$ cat src/rtl/drain_pkg.sv
// Shared types and defaults for the drain sequencer: FSM states, output bundle
// and the default drain length / counter width.
package drain_pkg;

    localparam int DRAIN_CYCLES_DEF = 8;
    localparam int CNT_W_DEF        = 4;

    typedef enum logic [1:0] {
        WAIT_EN = 2'd0,
        RUN     = 2'd1,
        DRAIN   = 2'd2,
        HALT    = 2'd3
    } state_t;

    typedef struct packed {
        logic accept;
        logic run;
        logic bypass;
        logic halted;
    } outs_t;

    // bypass is always the inverse of run, so deriving both here keeps them consistent.
    function automatic outs_t state_outs(state_t s);
        outs_t o;
        o.accept = (s == RUN);
        o.run    = (s == RUN) || (s == DRAIN);
        o.bypass = !o.run;
        o.halted = (s == HALT);
        return o;
    endfunction

endpackage

$ cat src/rtl/drain_seq_if.sv
// Control/status bundle between the startup sequencer / front-end and drain_seq.
interface drain_seq_if import drain_pkg::*; #(
    parameter int CNT_W = CNT_W_DEF
) ();
    logic             en_start;
    logic             stop_req;
    logic             resume_req;
    logic             accept;
    logic             run;
    logic             bypass;
    logic             halted;
    logic [CNT_W-1:0] drain_cnt;

    modport master (
        output en_start, stop_req, resume_req,
        input  accept, run, bypass, halted, drain_cnt
    );

    modport slave (
        input  en_start, stop_req, resume_req,
        output accept, run, bypass, halted, drain_cnt
    );
endinterface

$ cat src/rtl/drain_timer.sv
// Drain counter: synchronous load-to-zero, saturating increment, terminal count flag.
module drain_timer #(
    parameter int DRAIN_CYCLES = 8,
    parameter int CNT_W        = 4
) (
    input  logic             clk,
    input  logic             rst,
    input  logic             load,
    input  logic             inc,
    output logic [CNT_W-1:0] cnt,
    output logic             tc
);
    localparam logic [CNT_W-1:0] LAST = CNT_W'(DRAIN_CYCLES - 1);

    assign tc = (cnt == LAST);

    // NOTE: non-blocking assignments for every register so all flops sample the same pre-edge values.
    always_ff @(posedge clk or negedge rst) begin
        if (!rst) begin
            cnt <= '0;
        end else if (load) begin
            cnt <= '0;
        end else if (inc && !tc) begin
            cnt <= cnt + 1'b1;
        end
    end
endmodule

$ cat src/rtl/drain_seq.sv
// Pipeline drain sequencer: gates input off on stop, runs the pipeline for
// DRAIN_CYCLES more cycles, then halts until resumed or disabled.
module drain_seq import drain_pkg::*; #(
    parameter int DRAIN_CYCLES = DRAIN_CYCLES_DEF,
    parameter int CNT_W        = CNT_W_DEF
) (
    input logic        clk,
    input logic        rst,
    drain_seq_if.slave bus
);
    state_t           state;
    state_t           state_nxt;
    outs_t            outs;
    logic             load;
    logic             inc;
    logic             tc;
    logic [CNT_W-1:0] cnt;

    // NOTE: every always_comb output gets a default first so no latch is inferred.
    always_comb begin
        state_nxt = state;
        unique case (state)
            WAIT_EN: if (bus.en_start)        state_nxt = RUN;
            RUN:     if (!bus.en_start)       state_nxt = WAIT_EN;
                     else if (bus.stop_req)   state_nxt = DRAIN;
            DRAIN:   if (!bus.en_start)       state_nxt = WAIT_EN;
                     else if (tc)             state_nxt = HALT;
            HALT:    if (!bus.en_start)       state_nxt = WAIT_EN;
                     else if (bus.resume_req) state_nxt = RUN;
            default:                          state_nxt = WAIT_EN;
        endcase
    end

    // Counter clears on drain entry, on resume, and whenever the block falls back to WAIT_EN.
    assign load = (state_nxt == WAIT_EN)
               || (state == RUN  && state_nxt == DRAIN)
               || (state == HALT && state_nxt == RUN);
    assign inc  = (state == DRAIN) && (state_nxt == DRAIN);

    drain_timer #(
        .DRAIN_CYCLES (DRAIN_CYCLES),
        .CNT_W        (CNT_W)
    ) u_timer (
        .clk  (clk),
        .rst  (rst),
        .load (load),
        .inc  (inc),
        .cnt  (cnt),
        .tc   (tc)
    );

    // Outputs are decoded from the next state so they register on the same edge as the state.
    always_ff @(posedge clk or negedge rst) begin
        if (!rst) begin
            state <= WAIT_EN;
            outs  <= state_outs(WAIT_EN);
        end else begin
            state <= state_nxt;
            outs  <= state_outs(state_nxt);
        end
    end

    assign bus.accept    = outs.accept;
    assign bus.run       = outs.run;
    assign bus.bypass    = outs.bypass;
    assign bus.halted    = outs.halted;
    assign bus.drain_cnt = cnt;
endmodule
$ cat src/flat_wrapper.sv
// flat-port wrapper written by rule: the top's interface ports become plain ports
module drain_seq_flat import drain_pkg::*;
#(
    parameter int DRAIN_CYCLES = DRAIN_CYCLES_DEF,
    parameter int CNT_W        = CNT_W_DEF
)
  (clk, rst, bus_en_start, bus_stop_req, bus_resume_req, bus_accept, bus_run, bus_bypass, bus_halted, bus_drain_cnt);
  drain_seq_if #(.CNT_W(CNT_W)) bus_i ();
  input logic clk;
  input logic rst;
  input wire logic [$bits(bus_i.en_start)-1:0] bus_en_start;
  input wire logic [$bits(bus_i.stop_req)-1:0] bus_stop_req;
  input wire logic [$bits(bus_i.resume_req)-1:0] bus_resume_req;
  output wire logic [$bits(bus_i.accept)-1:0] bus_accept;
  output wire logic [$bits(bus_i.run)-1:0] bus_run;
  output wire logic [$bits(bus_i.bypass)-1:0] bus_bypass;
  output wire logic [$bits(bus_i.halted)-1:0] bus_halted;
  output wire logic [$bits(bus_i.drain_cnt)-1:0] bus_drain_cnt;
  assign bus_i.en_start = bus_en_start;
  assign bus_i.stop_req = bus_stop_req;
  assign bus_i.resume_req = bus_resume_req;
  assign bus_accept = bus_i.accept;
  assign bus_run = bus_i.run;
  assign bus_bypass = bus_i.bypass;
  assign bus_halted = bus_i.halted;
  assign bus_drain_cnt = bus_i.drain_cnt;
  drain_seq #(.DRAIN_CYCLES(DRAIN_CYCLES), .CNT_W(CNT_W)) u_core (.clk(clk), .rst(rst), .bus(bus_i));
endmodule
$ cat config.mk
export PLATFORM = sky130hd
export DESIGN_NAME = drain_seq_flat
export DESIGN_NICKNAME = d
export VERILOG_FILES = /design/src/rtl/drain_pkg.sv /design/src/rtl/drain_seq_if.sv /design/src/rtl/drain_timer.sv /design/src/rtl/drain_seq.sv /design/src/flat_wrapper.sv
export SDC_FILE = /design/constraint.sdc
export NUM_CORES = 1
export LEC_CHECK = 0
export ABC_AREA = 1
export CAP_MARGIN = 5
export CORE_MARGIN = 1
export CORE_UTILIZATION = 30
export CTS_CLUSTER_DIAMETER = 100
export DETAILED_ROUTE_END_ITERATION = 10
export HOLD_SLACK_MARGIN = 0.15
export PLACE_DENSITY = 0.62
export SLEW_MARGIN = 20
export SYNTH_ARGS = -nofsm -noshare
export SYNTH_HDL_FRONTEND = slang
export SYNTH_SLANG_ARGS = --single-unit
export TNS_END_PERCENT = 50
$ cat constraint.sdc
create_clock -name clk -period 1.9 [get_ports clk]
set_input_delay 0.19 -clock clk [delete_from_list [all_inputs] [get_ports clk]]
set_output_delay 0.19 -clock clk [all_outputs]
set_load 0.05 [all_outputs]
==> results.toml, run 1 <==
[place]
dp.final_hpwl_um = 764.6
gp_congestion = 0.7587
pre_cts_slack_ns = 0.08938
port_buffers = 12

[power]
p_clk_frac = 0.327
power_frac_seq = 0.408
switching_share = 0.3203
internal-power_uw = 403.3
power_uw = 593.3
comb_power_share = 0.264
leakage_nw = 0.3845
p_sw_uw = 190.0
ir_drop_uv = 511.2
p_per_area_nw_per_um2 = 729.5

[sta]
fin_crit_sh = 0.9400
slew_headroom = 0.6643
final_max_slew_viol_count = 0
fmax_mhz = 559.9
worst_slack_ns = 0.1140
fin_crit_ns = 1.786
setup_viol = 0
finalHoldViolations = 0
finClkSkew_ns = 0.004694
tightest_slew_ns = 0.5020
tns_ns = 0

[synth]
syn_inst = 62
synth_top_family_by_area = "simple AND/OR/NAND/NOR gates"
synth_compound_area_frac = 0
synth_xor_area_frac = 0.01617
synth_fa_ha_area_frac = 0.1155
yosysSeqAreaShare = 0.4642
yosys.area_share.simple = 0.3349
synth_mux_area_frac = 0
synth_cell_types = 13
avgSynthCellArea_um2 = 8.738
syn_area_um2 = 541.8
synth_fp_nets = 72
synthTopCellsByArea = "dfrtp_1 (42%), nand3_1 (12%), ha_1 (12%)"
ys_ff_latch = 10
synth_top_area_cell = "dfrtp_1"
synth_top_cell_area_share = 0.4157
ys_warn_count = 0

[drt]
firstDrtPassIters = 4
wire_per_inst_um = 10.17
drtIter0Drc = 2
routed_wl_mm = 1.078
postRouteAntennaNets = 0
via_count = 467
drc = 0
vias_per_cell = 4.406

[clock_tree]
cts_buffers = 3
clock_latency_ns = 0.27
cts_tree = "yes"
clk_pin_slew_ns = 0.07
clock_sinks = 10
cts.path.max_buffers = 2
clockRootBuffer = "clkbuf_4"
htree_levels = 1
hold_buffers = 0

[setup_path]
crit_family = "buffers and inverters"
regToRegSetupSlack_ns = 0.12
crit_path_end_kind = "output pin"
cp_num_cells = 1
worstSetupPathType = "reg -> out"
critPathLaunchType = "flop"
crit_arrival_ns = 1.60
cp.buffers_inverters = 1
cp_slowest_cell = "clkdlybuf4s50_1"
cp.required_ns = 1.71
reg2regPathDepth = 13
cp_slowest_stage_delay_ns = 0.85
worstPathCellList = "clkdlybuf4s50_1"
critPathMaxFanout = 6

[layout]
nFillCells = 150
final_core_util = 0.5102
syn2layout_area_growth_pct = 50.12
n_antenna_cell = 0
fin_nets = 93
layout-drive-gt1-share = 0.3659

[die]
chipWidth_um = 44.50
die_height_um = 44.50
start_util = 0.3399
core-area_um2 = 1594
die_area_um2 = 1980
io_pins = 13
rows = 14

[global_routing]
grt_max_degree = 11
antenna_found_initial = 0
grt_pass1_vias = 452
grt_pass1_wl_mm = 1.807
grt_overflow = 0
grtUsageTotal = 0.1315

[status]
status = "complete, no violations"

[min_path]
hp-class = "in -> async"

[flow_run]
maxCapViolCount = 0
## stage by stage
stage,cell area (um^2),cells,hold slack (ns)
after global placement,724.4,102,0.5293
final,813.3,106,0.2204
after detailed placement,724.4,102,0.5281
after global routing,813.3,106,0.2715
after floorplan,544.3,62,-0.1056
after CTS,760.7,106,0.2372
## registers in the layout, indices dropped and copies added, names as in the netlist
name                cells
u_core.bus.accept       1
u_core.u_timer.cnt      4
u_core.bus.halted       1
u_core.state            2
u_core.bus.bypass       1
u_core.bus.run          1
## layer usage
| layer | vias to the layer above | GRT usage | part of all wire |
|---|---|---|---|
| met3 | 2 | 0.08571 | 0.065 |
| li1 | 237 | - | - |
| met2 | 13 | 0.1941 | 0.49 |
| met1 | 215 | 0.1497 | 0.43 |
| met4 | 0 | 0.05455 | 0.011 |
| met5 | - | 0 | 0 |
## synth_stat cells
library cell	count
nor2_2	2
nand3_1	13
nand4_1	2
clkinv_1	1
ha_1	5
dfrtp_1	9
inv_1	6
inv_2	3
nand2_1	15
xor2_1	1
dfstp_2	1
nor2_4	2
nand2_2	2
## cells in the final DEF (no fill, tap or decap), drive strengths merged
cell           instances
dfrtp                  9
nand4                  2
clkbuf                 4
clkinv                 1
inv                    9
nand3                 13
dfstp                  1
xor2                   1
buf                    4
nand2                 17
ha                     5
nor2                   4
clkdlybuf4s50         12
## path summary, 6_finish.rpt
path	startpoint	to
max reg2reg	u_core.u_timer.cnt[0]$_DFFE_PN0P_	u_core.u_timer.cnt[3]$_DFFE_PN0P_
min in group clk	u_core.u_timer.cnt[3]$_DFFE_PN0P_	u_core.u_timer.cnt[3]$_DFFE_PN0P_
min reg2reg	u_core.u_timer.cnt[3]$_DFFE_PN0P_	u_core.u_timer.cnt[3]$_DFFE_PN0P_
min	rst	u_core.u_timer.cnt[3]$_DFFE_PN0P_
max in group asynchronous	rst	u_core.bus.bypass$_DFF_PN1_
max	u_core.u_timer.cnt[2]$_DFFE_PN0P_	bus_drain_cnt[2]
## area by class of cell
class / instances / area, um^2 / area share
well taps: 24 / 30.03 / 0.03692
inverters: 10 / 37.54 / 0.04615
flip-flops and latches: 10 / 254.0 / 0.3123
repair buffers: 16 / 150.1 / 0.1846
multi-input cells: 42 / 305.3 / 0.3754
clock buffers: 4 / 36.28 / 0.04462
## kinds of logic after synthesis
family                   after synthesis
flip-flops                            10
buffers and inverters                 10
XOR/XNOR                               1
adder cells (fa/ha/maj)                5
AND/OR/NAND/NOR                       36
## timing repair
| action | in CTS | in global routing |
|---|---|---|
| endpoints found under the setup margin | 0 | 4 |
| gates resized for setup | 0 | 11 |
| setup buffers | 0 | 0 |
## power by group through the flow
| stage | Clock, mW | Combinational (mW) | Sequential, mW |
|---|---|---|---|
| after floorplan | 0 | 0.0489 | 0.293 |
| after global placement | 0 | 0.148 | 0.247 |
| after detailed placement | 0 | 0.150 | 0.246 |
| after CTS | 0.197 | 0.150 | 0.242 |
| after global routing | 0.205 | 0.171 | 0.245 |
| final | 0.194 | 0.157 | 0.242 |
Power figures use the tool's default switching activity.
==> run 2: changes to the inputs <==
CORE_AREA = 2 2 39 41   (was default)
CORE_MARGIN = default   (was 1)
CORE_UTILIZATION = default   (was 30)
DIE_AREA = 0 0 41 43   (was default)
PLACE_DENSITY = 0.77   (was 0.62)
==> run 2 against run 1 <==
First-iteration DRC count increased to 4.5 times the previous value. Sequential share of layout area increased by 2.4 points. Worst hold slack improved by 0.011 ns. Maximum frequency increased by 0.47%. Register-to-register slack improved by 0.03 ns. Cell count decreased by 7.5%. Highest routed layer unchanged. Clock power about the same. Final area decreased by 7.1%. Die area decreased by 11%. Global-route usage increased by 3.3 points.
==> results.toml, run 2 (synthesis results as in run 1) <==
[layout]
final_core_util = 0.5461
top_register = "u_core.u_timer.cnt"
n_antenna_cell = 0
top_regs = "u_core.u_timer.cnt x4, u_core.state x2"
register_area_um2 = 254.0
fin_nets = 93
layout_common_cells = "nand2_1 (14), nand3_1 (13), clkdlybuf4s50_1 (12)"
layout-drive-gt1-share = 0.2683
layout_commonest_cell = "nand2_1"
multi_input_area_um2 = 257.7
syn2layout_area_growth_pct = 39.49
nFillCells = 146
largest_register_ffs = 4

[power]
ir_drop_uv = 603.9
leakage_nw = 0.3854
p_per_area_nw_per_um2 = 779.4

[setup_path]
regToRegSetupSlack_ns = 0.15
cp.buffers_inverters = 1
cp_num_cells = 1
crit_arrival_ns = 1.59
r2r-end = "u_core.u_timer.cnt[0]$_DFFE_PN0P_"
critPathLaunchType = "flop"
crit_family = "buffers and inverters"
reg2regPathDepth = 12
cp_slowest_stage_delay_ns = 0.79
crit_path_end_kind = "output pin"
worstSetupPathType = "reg -> out"
crit_end = "bus_bypass"
cp.required_ns = 1.71
critPathLaunch = "u_core.bus.bypass$_DFF_PN1_"
reg2reg_from = "u_core.u_timer.cnt[0]$_DFFE_PN0P_"
cp_slowest_cell = "clkdlybuf4s50_1"
critPathMaxFanout = 1
worstPathCellList = "clkdlybuf4s50_1"

[sta]
hold_slack_ns = 0.2311
final_max_slew_viol_count = 0
slew_headroom = 0.6645
finalHoldViolations = 0
setup_viol = 0
tns_ns = 0
fin_crit_sh = 0.9356
finClkSkew_ns = 0.0005072
tightest_slew_ns = 0.5017
fmax_mhz = 562.6
fin_crit_ns = 1.778
rsz0062_at_grt = "false"

[clock_tree]
cts_tree = "yes"
clockRootBuffer = "clkbuf_4"
clock_latency_ns = 0.27
htree_levels = 1
hold_buffers = 0
clk_pin_slew_ns = 0.07
cts.path.max_buffers = 2
cts_resized = 0
cts_buffers = 3
post-cts-setup-buffers = 0
clock_sinks = 10

[drt]
routed_wl_mm = 1.083
vias_per_cell = 4.816
via_count = 472
wire_per_inst_um = 11.05
firstDrtPassIters = 4
drtIter0Drc = 9
drc = 0
postRouteAntennaNets = 0

[global_routing]
use_met1 = 0.1800
grtUsageTotal = 0.1645
top_usage_layer = "met2"
grt_pass1_wl_mm = 1.890
grt_use_met3 = 0.06283
grt_max_degree = 11
grt_pass1_vias = 460
antenna_found_initial = 0
grtUsageMet2 = 0.2594
grt_overflow = 0

[place]
gp_congestion = 0.8105
port_buffers = 12
dp.final_hpwl_um = 877.4

[die]
rows = 14
die_height_um = 43
chipWidth_um = 41
core-area_um2 = 1384
io_pins = 13
die_area_um2 = 1763
start_util = 0.3915

[status]
status = "complete, no violations"

[flow_run]
maxCapViolCount = 0

[min_path]
hp-class = "in -> async"
## run 2: how the worst min path moves through the flow
stage                     startpoint                                 to  slack [ns]
after global placement           rst  u_core.u_timer.cnt[2]$_DFFE_PN0P_        0.53
after floorplan                  rst        u_core.bus.accept$_DFF_PN0_       -0.11
after detailed placement         rst  u_core.u_timer.cnt[2]$_DFFE_PN0P_        0.54
after CTS                        rst  u_core.u_timer.cnt[3]$_DFFE_PN0P_        0.24
final                            rst  u_core.u_timer.cnt[2]$_DFFE_PN0P_        0.23
after global routing             rst  u_core.u_timer.cnt[3]$_DFFE_PN0P_        0.27
## run 2: power by group
group / internal [mW] / switching (mW)
Sequential: 0.233 / 0.0102
Combinational: 0.0527 / 0.0987
Clock: 0.117 / 0.0778
Total: 0.402 / 0.187
## run 2: area by class of cell
cell class	count	area share
Tap cell	16	0.02649
Sequential cell	10	0.3361
Timing Repair Buffer	16	0.1987
Clock buffer	4	0.04801
Inverter	10	0.04967
Multi-Input combinational cell	42	0.3411
## run 2: through the flow
stage	cell area, um^2	worst slack, ns	power [mW]	instances
floorplan	544.3	0.01200	0.3423	62
global placement	714.4	0.1476	0.3926	94
detailed placement	714.4	0.07481	0.3979	94
CTS	750.7	0.04577	0.5952	98
global route	755.7	0.001483	0.6209	98
finish	755.7	0.1224	0.5890	98
## run 2: layer usage
metal	share of wire	wire length (um)
met3	0.066	71
met5	0	0
met1	0.39	425
met2	0.52	562
met4	0.021	23
==> run 3: changes to the inputs <==
clock period = 2.2 ns   (was 1.9 ns; I/O delays follow)
==> run 3 against run 2 <==
Non-clock buffer count down 4. Register-to-register slack better by 0.13 ns. Clock power down 14%. Wire length down 9.1%. Final area down 5.0%. Worst hold slack better by 0.033 ns. Critical path depth up 12. Cell count down 4.1%. Utilization down 2.7 points. Die area unchanged. Worst setup slack better by 0.15 ns. Via count down 7.2%. Critical path type is now reg -> reg.
==> results.toml, run 3 (synthesis results as in run 1) <==
[layout]
register_area_um2 = 251.5
multi_input_area_um2 = 252.7
syn2layout_area_growth_pct = 32.56
largest_register_ffs = 4
layout_commonest_cell = "nand2_1"
top_regs = "u_core.u_timer.cnt x4, u_core.state x2"
nFillCells = 133
top_register = "u_core.u_timer.cnt"
fin_nets = 89
layout-drive-gt1-share = 0.1795
n_antenna_cell = 0
layout_common_cells = "nand2_1 (15), nand3_1 (13), clkdlybuf4s50_1 (12)"

[clock_tree]
clk_pin_slew_ns = 0.07
cts_resized = 0
clock_sinks = 10
post-cts-setup-buffers = 0
hold_buffers = 0
cts_tree = "yes"
clockRootBuffer = "clkbuf_4"
cts_buffers = 3
htree_levels = 1
clock_latency_ns = 0.26
cts.path.max_buffers = 2

[setup_path]
critPathLaunchType = "flop"
cp_slowest_cell = "dfrtp_1"
cp.buffers_inverters = 1
critPathMaxFanout = 8
worstPathCellList = "ha_1, nand3_1, nand2_1, nand2_1, nand2_1, nand2_1, inv_1, ha_1, nand2_1, nor2_2, nor2_4, nand3_1, nand2_1"
crit_arrival_ns = 2.12
crit_path_end_kind = "flop"
cp_slowest_stage_delay_ns = 0.44
cp.required_ns = 2.40
crit_family = "simple AND/OR/NAND/NOR gates"
crit_top_cell = "nand2_1"
worstSetupPathType = "reg -> reg"

[sta]
tightest_slew_ns = 0.4993
finalHoldViolations = 0
final_max_slew_viol_count = 0
fin_crit_sh = 0.8747
worst_slack_ns = 0.2756
slew_headroom = 0.6661
finClkSkew_ns = 0.006761
hold_slack_ns = 0.2638
setup_viol = 0
fin_crit_ns = 1.924
rsz0062_at_grt = "false"
tns_ns = 0
fmax_mhz = 519.6

[power]
leakage_nw = 0.3725
power_uw = 501.1
p_per_area_nw_per_um2 = 697.7
ir_drop_uv = 443.6

[global_routing]
grt_overflow = 0
grt_pass1_vias = 415
grt_max_degree = 11
grt_pass1_wl_mm = 1.635
grtUsageTotal = 0.1391
antenna_found_initial = 0

[drt]
highest_layer = "met3"
drtIter0Drc = 3
via_count = 438
vias_per_cell = 4.660
drc = 0
wl_met3_um = 44
wire_per_inst_um = 10.47
wl_met2_um = 521
drt-met1-wl_um = 419
routed_wl_um = 984
firstDrtPassIters = 2
postRouteAntennaNets = 0

[die]
chipWidth_um = 41
die_height_um = 43
start_util = 0.3915
rows = 14
core-area_um2 = 1384
die_area_um2 = 1763
io_pins = 13

[place]
pre_cts_slack_ns = 0.2902
dp.final_hpwl_um = 764
gp_congestion = 0.7606
port_buffers = 12

[status]
status = "complete, no violations"

[min_path]
hp-class = "in -> async"

[flow_run]
maxCapViolCount = 0
## run 3: cell types whose count changed in the layout (fill, tap and decap cells not counted)
cell / before / now
buf_4: 4 / 0
nand2_2: 3 / 2
ha_1: 4 / 5
dfrtp_2: 2 / 0
nand2_1: 14 / 15
dfrtp_1: 7 / 9
ha_2: 1 / 0
## run 3: layer usage
metal	track usage	up-vias
li1	-	227
met1	0.1567	203
met2	0.2250	8
met3	0.04712	0
met4	0.06000	0
met5	0	-
## run 3: worst register-to-register path: cells and delay by family (launching register included)
kind                       cells  cell delay (ns)
DFF                            1             0.44
and+or+nand+nor               10             0.86
adders and majority gates      2             0.47
buffers and inverters          1             0.09
## run 3: layout make-up
cell class                      count  share of cell area
Clock buffer                        4             0.05052
Sequential cell                    10              0.3502
Tap cell                           16             0.02787
Multi-Input combinational cell     42              0.3519
Timing Repair Buffer               12              0.1672
Inverter                           10             0.05226
## run 3: power by group
group	switching [mW]	internal, mW
Sequential	0.00867	0.201
Clock	0.0658	0.100
Combinational	0.0835	0.0415
## run 3: per-stage QoR
step | util | instance area (um^2) | cells
after global routing | 0.5190 | 718.2 | 94
final | 0.5190 | 718.2 | 94
after floorplan | - | 541.8 | 62
after CTS | 0.5190 | 718.2 | 94
after detailed placement | 0.4928 | 681.9 | 90
after global placement | 0.4928 | 681.9 | 90
## run 3: worst paths after layout
path,from,end,slack [ns],cells past startpoint
worst max-delay path,u_core.u_timer.cnt[0]$_DFFE_PN0P_,u_core.u_timer.cnt[0]$_DFFE_PN0P_,0.28,13
worst min-delay path,rst,u_core.u_timer.cnt[3]$_DFFE_PN0P_,0.26,1
worst max register to register,u_core.u_timer.cnt[0]$_DFFE_PN0P_,u_core.u_timer.cnt[0]$_DFFE_PN0P_,0.28,13
worst min register to register,u_core.u_timer.cnt[3]$_DFFE_PN0P_,u_core.u_timer.cnt[3]$_DFFE_PN0P_,0.58,2
max in group asynchronous,rst,u_core.bus.bypass$_DFF_PN1_,1.59,1
min in group clk,u_core.u_timer.cnt[3]$_DFFE_PN0P_,u_core.u_timer.cnt[3]$_DFFE_PN0P_,0.58,2
